--- config.mk ---
export PLATFORM = sky130hd
export DESIGN_NAME = ula_arbiter
export DESIGN_NICKNAME = d
export VERILOG_FILES = /design/src/rtl/ula_pkg.sv /design/src/rtl/ula_rr_arb2.sv /design/src/rtl/ula_arbiter.sv
export SDC_FILE = /design/constraint.sdc
export NUM_CORES = 1
export LEC_CHECK = 0
export ABC_AREA = 1
export CAP_MARGIN = 5
export CORE_ASPECT_RATIO = 1.1
export CORE_MARGIN = 2
export CORE_UTILIZATION = 45
export DETAILED_ROUTE_END_ITERATION = 7
export PLACE_DENSITY_LB_ADDON = 0.1
export SLEW_MARGIN = 15
export SYNTH_ARGS = -nofsm -noshare
export SYNTH_HDL_FRONTEND = slang
export SYNTH_SLANG_ARGS = --single-unit
export TNS_END_PERCENT = 1
--- constraint.sdc ---
create_clock -name clk -period 3.9 [get_ports clk]
set_input_delay 0.585 -clock clk [delete_from_list [all_inputs] [get_ports clk]]
set_output_delay 0.585 -clock clk [all_outputs]
set_load 0.02 [all_outputs]
--- src/rtl/ula_pkg.sv ---
// Shared definitions for the ULA arbiter: ALU op codes, widths, FSM states.
// Legal op set matches the ALU datapath this block fronts.
package ula_pkg;

  localparam int DEF_DATA_W = 8;
  localparam int DEF_OP_W   = 3;

  localparam logic [2:0] OP_AND = 3'b000;
  localparam logic [2:0] OP_OR  = 3'b001;
  localparam logic [2:0] OP_ADD = 3'b010;
  localparam logic [2:0] OP_SUB = 3'b110;
  localparam logic [2:0] OP_SLT = 3'b111;

  typedef enum logic [1:0] {
    ST_IDLE  = 2'd0,
    ST_ISSUE = 2'd1,
    ST_RESP  = 2'd2
  } state_e;

  function automatic logic op_is_legal(
    input logic [DEF_OP_W-1:0] op
  );
    case (op)
      OP_AND, OP_OR, OP_ADD,
      OP_SUB, OP_SLT: return 1'b1;
      default:        return 1'b0;
    endcase
  endfunction

endpackage

--- src/rtl/ula_rr_arb2.sv ---
// Two-way round-robin arbiter; pointer names the favoured requester.
// A grant with advance set hands preference to the other requester.
module ula_rr_arb2 (
  input  logic       clk,
  input  logic       rst,
  input  logic [1:0] req,
  input  logic       advance,
  output logic [1:0] gnt
);

  logic ptr_q;
  logic ptr_d;

  always_comb begin
    gnt = 2'b00;
    unique case (req)
      2'b01:   gnt = 2'b01;
      2'b10:   gnt = 2'b10;
      2'b11:   gnt = ptr_q ? 2'b10 : 2'b01;
      default: gnt = 2'b00;
    endcase
  end

  always_comb begin
    ptr_d = ptr_q;
    if (advance && (gnt != 2'b00))
      ptr_d = gnt[0];
  end

  always_ff @(posedge clk) begin
    if (!rst) ptr_q <= 1'b0;
    else      ptr_q <= ptr_d;
  end

endmodule

--- src/rtl/ula_arbiter.sv ---
// Shares one ALU between two requesters with valid/ready handshakes.
// Define ULA_ARB_STATS_EN to add per-requester completion counters.
module ula_arbiter
  import ula_pkg::*;
#(
  parameter int DATA_W = DEF_DATA_W,
  parameter int OP_W   = DEF_OP_W
) (
  input  logic                clk,
  input  logic                rst,
  input  logic [1:0]          req_valid,
  output logic [1:0]          req_ready,
  input  logic [2*DATA_W-1:0] req_srca,
  input  logic [2*DATA_W-1:0] req_srcb,
  input  logic [2*OP_W-1:0]   req_op,
  output logic [1:0]          rsp_valid,
  input  logic [1:0]          rsp_ready,
  output logic [DATA_W-1:0]   rsp_data,
  output logic                rsp_z,
  output logic                rsp_err,
  output logic [DATA_W-1:0]   alu_srca,
  output logic [DATA_W-1:0]   alu_srcb,
  output logic [OP_W-1:0]     alu_ctrl,
  input  logic [DATA_W-1:0]   alu_rslt,
  input  logic                alu_z
`ifdef ULA_ARB_STATS_EN
  ,
  output logic [15:0]         stat_cnt0,
  output logic [15:0]         stat_cnt1
`endif
);

  state_e state_q, state_d;
  logic   owner_q, owner_d;

  logic [1:0]        rsp_valid_q, rsp_valid_d;
  logic [DATA_W-1:0] rsp_data_q, rsp_data_d;
  logic              rsp_z_q, rsp_z_d;
  logic              rsp_err_q, rsp_err_d;
  logic [DATA_W-1:0] alu_srca_q, alu_srca_d;
  logic [DATA_W-1:0] alu_srcb_q, alu_srcb_d;
  logic [OP_W-1:0]   alu_ctrl_q, alu_ctrl_d;

  logic [1:0]        arb_req;
  logic              arb_adv;
  logic [1:0]        gnt;
  logic              g;
  logic [DATA_W-1:0] sel_a;
  logic [DATA_W-1:0] sel_b;
  logic [OP_W-1:0]   sel_op;

  // Arbitration only happens in IDLE and never while reset is held.
  assign arb_adv = rst && (state_q == ST_IDLE);
  assign arb_req = arb_adv ? req_valid : 2'b00;

  ula_rr_arb2 u_rr (
    .clk     (clk),
    .rst     (rst),
    .req     (arb_req),
    .advance (arb_adv),
    .gnt     (gnt)
  );

  assign g      = gnt[1];
  assign sel_a  = g ? req_srca[DATA_W +: DATA_W]
                    : req_srca[0 +: DATA_W];
  assign sel_b  = g ? req_srcb[DATA_W +: DATA_W]
                    : req_srcb[0 +: DATA_W];
  assign sel_op = g ? req_op[OP_W +: OP_W]
                    : req_op[0 +: OP_W];

  always_comb begin
    state_d     = state_q;
    owner_d     = owner_q;
    rsp_valid_d = rsp_valid_q;
    rsp_data_d  = rsp_data_q;
    rsp_z_d     = rsp_z_q;
    rsp_err_d   = rsp_err_q;
    alu_srca_d  = alu_srca_q;
    alu_srcb_d  = alu_srcb_q;
    alu_ctrl_d  = alu_ctrl_q;
    unique case (state_q)
      ST_IDLE: begin
        if (gnt != 2'b00) begin
          owner_d = g;
          if (op_is_legal(sel_op)) begin
            alu_srca_d = sel_a;
            alu_srcb_d = sel_b;
            alu_ctrl_d = sel_op;
            state_d    = ST_ISSUE;
          end else begin
            rsp_data_d  = '0;
            rsp_z_d     = 1'b0;
            rsp_err_d   = 1'b1;
            rsp_valid_d = gnt;
            state_d     = ST_RESP;
          end
        end
      end
      ST_ISSUE: begin
        rsp_data_d  = alu_rslt;
        rsp_z_d     = alu_z;
        rsp_err_d   = 1'b0;
        rsp_valid_d = owner_q ? 2'b10 : 2'b01;
        state_d     = ST_RESP;
      end
      ST_RESP: begin
        if (rsp_ready[owner_q]) begin
          rsp_valid_d = 2'b00;
          rsp_err_d   = 1'b0;
          state_d     = ST_IDLE;
        end
      end
      default: state_d = ST_IDLE;
    endcase
  end

  always_ff @(posedge clk) begin
    if (!rst) begin
      state_q     <= ST_IDLE;
      owner_q     <= 1'b0;
      rsp_valid_q <= 2'b00;
      rsp_data_q  <= '0;
      rsp_z_q     <= 1'b0;
      rsp_err_q   <= 1'b0;
      alu_srca_q  <= '0;
      alu_srcb_q  <= '0;
      alu_ctrl_q  <= '0;
    end else begin
      state_q     <= state_d;
      owner_q     <= owner_d;
      rsp_valid_q <= rsp_valid_d;
      rsp_data_q  <= rsp_data_d;
      rsp_z_q     <= rsp_z_d;
      rsp_err_q   <= rsp_err_d;
      alu_srca_q  <= alu_srca_d;
      alu_srcb_q  <= alu_srcb_d;
      alu_ctrl_q  <= alu_ctrl_d;
    end
  end

  assign req_ready = gnt;
  assign rsp_valid = rsp_valid_q;
  assign rsp_data  = rsp_data_q;
  assign rsp_z     = rsp_z_q;
  assign rsp_err   = rsp_err_q;
  assign alu_srca  = alu_srca_q;
  assign alu_srcb  = alu_srcb_q;
  assign alu_ctrl  = alu_ctrl_q;

`ifdef ULA_ARB_STATS_EN
  logic [15:0] cnt0_q, cnt0_d;
  logic [15:0] cnt1_q, cnt1_d;
  logic [1:0]  done;

  assign done = rsp_valid_q & rsp_ready;

  always_comb begin
    cnt0_d = cnt0_q;
    cnt1_d = cnt1_q;
    if (done[0] && (cnt0_q != 16'hFFFF))
      cnt0_d = cnt0_q + 16'd1;
    if (done[1] && (cnt1_q != 16'hFFFF))
      cnt1_d = cnt1_q + 16'd1;
  end

  always_ff @(posedge clk) begin
    if (!rst) begin
      cnt0_q <= 16'd0;
      cnt1_q <= 16'd0;
    end else begin
      cnt0_q <= cnt0_d;
      cnt1_q <= cnt1_d;
    end
  end

  assign stat_cnt0 = cnt0_q;
  assign stat_cnt1 = cnt1_q;
`endif

endmodule

==> out/qor.yml <==
status: "finished clean"
p_leak_nw: 1.214
period_minus_slack_ns: 3.219
cp_max_fo: 23
ant_nets: 0
vdd_ir_drop_max_mv: 0.3723
crit_start: "rst"
clock_skew_ns: 0.005475
start_util_pct: 46.90
cts_resized: 0
yosysMostFrequentCell: "nand2_1"
crit_cells: 6
io_buffers: 85
maxSlewHeadroom_pct: 54.15
dr.pass1.iters: 4
synth_seq_cells: 35
stdcell_area_mm2: 0.002810
synth_area_mm2: 0.001873
dieHeight_um: 71.67
drcViolationCount: 0
synth_top_area_cell: "dfxtp_1"
dieArea_mm2: 0.004695
grt_max_degree: 24
hp-start: "alu_srcb[4]"
avgSynthCellArea_um2: 6.642
combPwrFrac_pct: 50.0
drv_slew: 0
seq_area_frac_synth_pct: 37.41
rr_endpoint: "rsp_z"
max_freq_mhz: 310.7
crit_arrival_ns: 2.63
swShare_pct: 40.05
hold_violations: 0
postCtsHoldBufs: 0
p_int_mw: 1.016
ys_types: 22
worstSetupPathType: "primary input to primary output"
pwr_density_cell_mw_per_mm2: 603.3
dieWidth_um: 65.52
grt_pass1_wl_um: 7852
wirelength_um: 4920
total_power_mw: 1.695
antenna_found_initial: 0
grt_util_all_layers_pct: 21.17
critPathMaxStageDelay_ns: 0.66
cts_tree: "done"
final-setup-viol-count: 0
htreeDepth: 2
hold-worst-slack_ns: 0.4615
synth_nets: 339
synth_cells: 282
synth_area_leaders: "dfxtp_1 37%, nand2_1 22%, a21oi_1 8.3%, nand4_1 6.3%, nor2_1 3.6%"
path_buf_inv: 3
holdPathEnd: "alu_srcb[4]"
yosysWarningCount: 0
drt_iter0_markers: 131
wire_per_inst_um: 11.97
num_rows: 24
cts.sinks: 35
hold_class: "flop to flop"
r2r-start: "state_q[0]"
cts_buffer_depth: 2
synthToLayoutAreaGrowth_pct: 50.03
crit_family: "buffers and inverters"
ys.flop_type: "dfxtp_1"
place_area_mm2: 0.002693
finalSetupTns_ns: 0
diodes: 0
setup_slack_ns: 0.6813
place_congestion: 0.7972
post-dp-hpwl_um: 3423
p_switching_mw: 0.6790
async_reset_ff_share_pct: 0
core-area_mm2: 0.003994
period_share_pct: 82.53
end_kind: "primary output"
hold_depth: 2
pre_cts_slack_ns: 0.6812
required_ns: 3.31
cpMaxStageDelayCell: "clkdlybuf4s50_1"
synth_top_cell_area_share_pct: 37.41
cts_setup_buffers: 0
r2r_cells: 14
first_global_vias: 1776
max_slew.worst_pin.slew_ns: 0.6871
rsz0062_at_grt: "false"
drive_gt1_share_pct: 5.014
clock-root-buffer: "clkbuf_8"
clkPwrFrac_pct: 20.0
vias: 2037
ios: 86
start_kind: "primary input"
clk_pin_slew_worst_paths_ns: 0.07
globalRouteOverflowTotal: 0
clk_latency_ns: 0.28
cp_cell_sequence: "clkdlybuf4s50_1 > nand2_2 > nor2_4 > nand2_2 > inv_2 > clkdlybuf4s50_1"
post_drt_via_cell_ratio: 4.956
synth_edf_count: 0
ys_top_cells_by_count: "110 x nand2_1, 35 x dfxtp_1, 31 x a21oi_1"
seqPwrFrac_pct: 30.0
numCtsBuffers: 5
layout.nets: 415
reg2reg_slack_ns: 1.06
drv_cap: 0
## power by group through the flow
stage	sequential, mW	combinational (mW)	clock, mW
3_3_place_gp	0.514	0.834	0
3_5_place_dp	0.515	0.848	0
4_1_cts	0.510	0.853	0.345
2_1_floorplan	0.615	0.476	0
5_1_grt	0.520	0.944	0.360
6_report	0.509	0.848	0.339
## registers in the layout, summed over array words and instances (netlist names)
| name | cells |
|---|---|
| alu_ctrl | 3 |
| state_q | 2 |
| rsp_data | 8 |
| alu_srca | 8 |
| u_rr.ptr_q | 1 |
| rsp_z | 1 |
| rsp_valid | 2 |
| owner_q | 1 |
| alu_srcb | 8 |
| rsp_err | 1 |
## how the worst max path moves through the flow
stage	to
finish	req_ready[1]
floorplan	req_ready[1]
detailed placement	req_ready[1]
global placement	req_ready[1]
CTS	req_ready[1]
global route	req_ready[1]
## metal layers
layer  wire, µm  vias to the layer above  GRT usage [%]  part of all wire, %
li1           -                     1068              -                    -
met1       2234                      894          28.22                   45
met2       2299                       71          33.11                   47
met3        334                        4          5.651                  6.8
met4         52                        0          7.407                  1.1
met5          0                        -              0                    0
## metrics by stage
stage | cells | utilization, %
floorplan | 282 | -
detailed placement | 403 | 67.42
global route | 411 | 70.36
CTS | 411 | 70.36
finish | 411 | 70.36
global placement | 403 | 67.42
## worst reg2reg max path: stages (launching register included)
cell	delay [ns]
dfxtp_1	0.39
inv_1	0.08
ha_1	0.27
nand2_2	0.13
nor2_4	0.06
nand2_2	0.33
nand2_1	0.10
nand2_1	0.12
inv_2	0.05
nand2_2	0.35
nand3_2	0.41
nand2_1	0.26
nand2_1	0.08
nand2_1	0.07
nor2_1	0.04
## cells in the final DEF (no fill, tap or decap)
cell	count
a21oi_1	31
buf_4	1
bufinv_16	1
clkbuf_8	6
clkdlybuf4s50_1	85
clkinv_2	1
dfxtp_1	35
ha_1	4
inv_1	17
inv_2	2
nand2_1	110
nand2_2	3
nand3_1	13
nand3_2	2
nand3_4	1
nand3b_1	3
nand4_1	19
nor2_1	18
nor2_4	1
o21ai_0	2
o22ai_1	2
o31ai_1	2
## cell type report
cell class / count / area, µm²
Clock buffer: 6 / 82.58
Clock inverter: 2 / 35.03
Fill cell: 345 / 1184
Inverter: 19 / 71.32
Multi-Input combinational cell: 211 / 997.2
Sequential cell: 35 / 700.7
Tap cell: 52 / 65.06
Timing Repair Buffer: 86 / 858.3
## kinds of logic (layout without fill, tap and decap cells)
group                      after synthesis  count (layout)  synth area share (%)
AOI/OAI and AO/OA                       37              37                 10.29
DFF                                     35              35                 37.41
and+or+nand+nor                        170             170                 40.28
adders and majority gates                4               4                 2.672
buffers and inverters                   36             113                 9.352
Power figures use the tool's default switching activity.
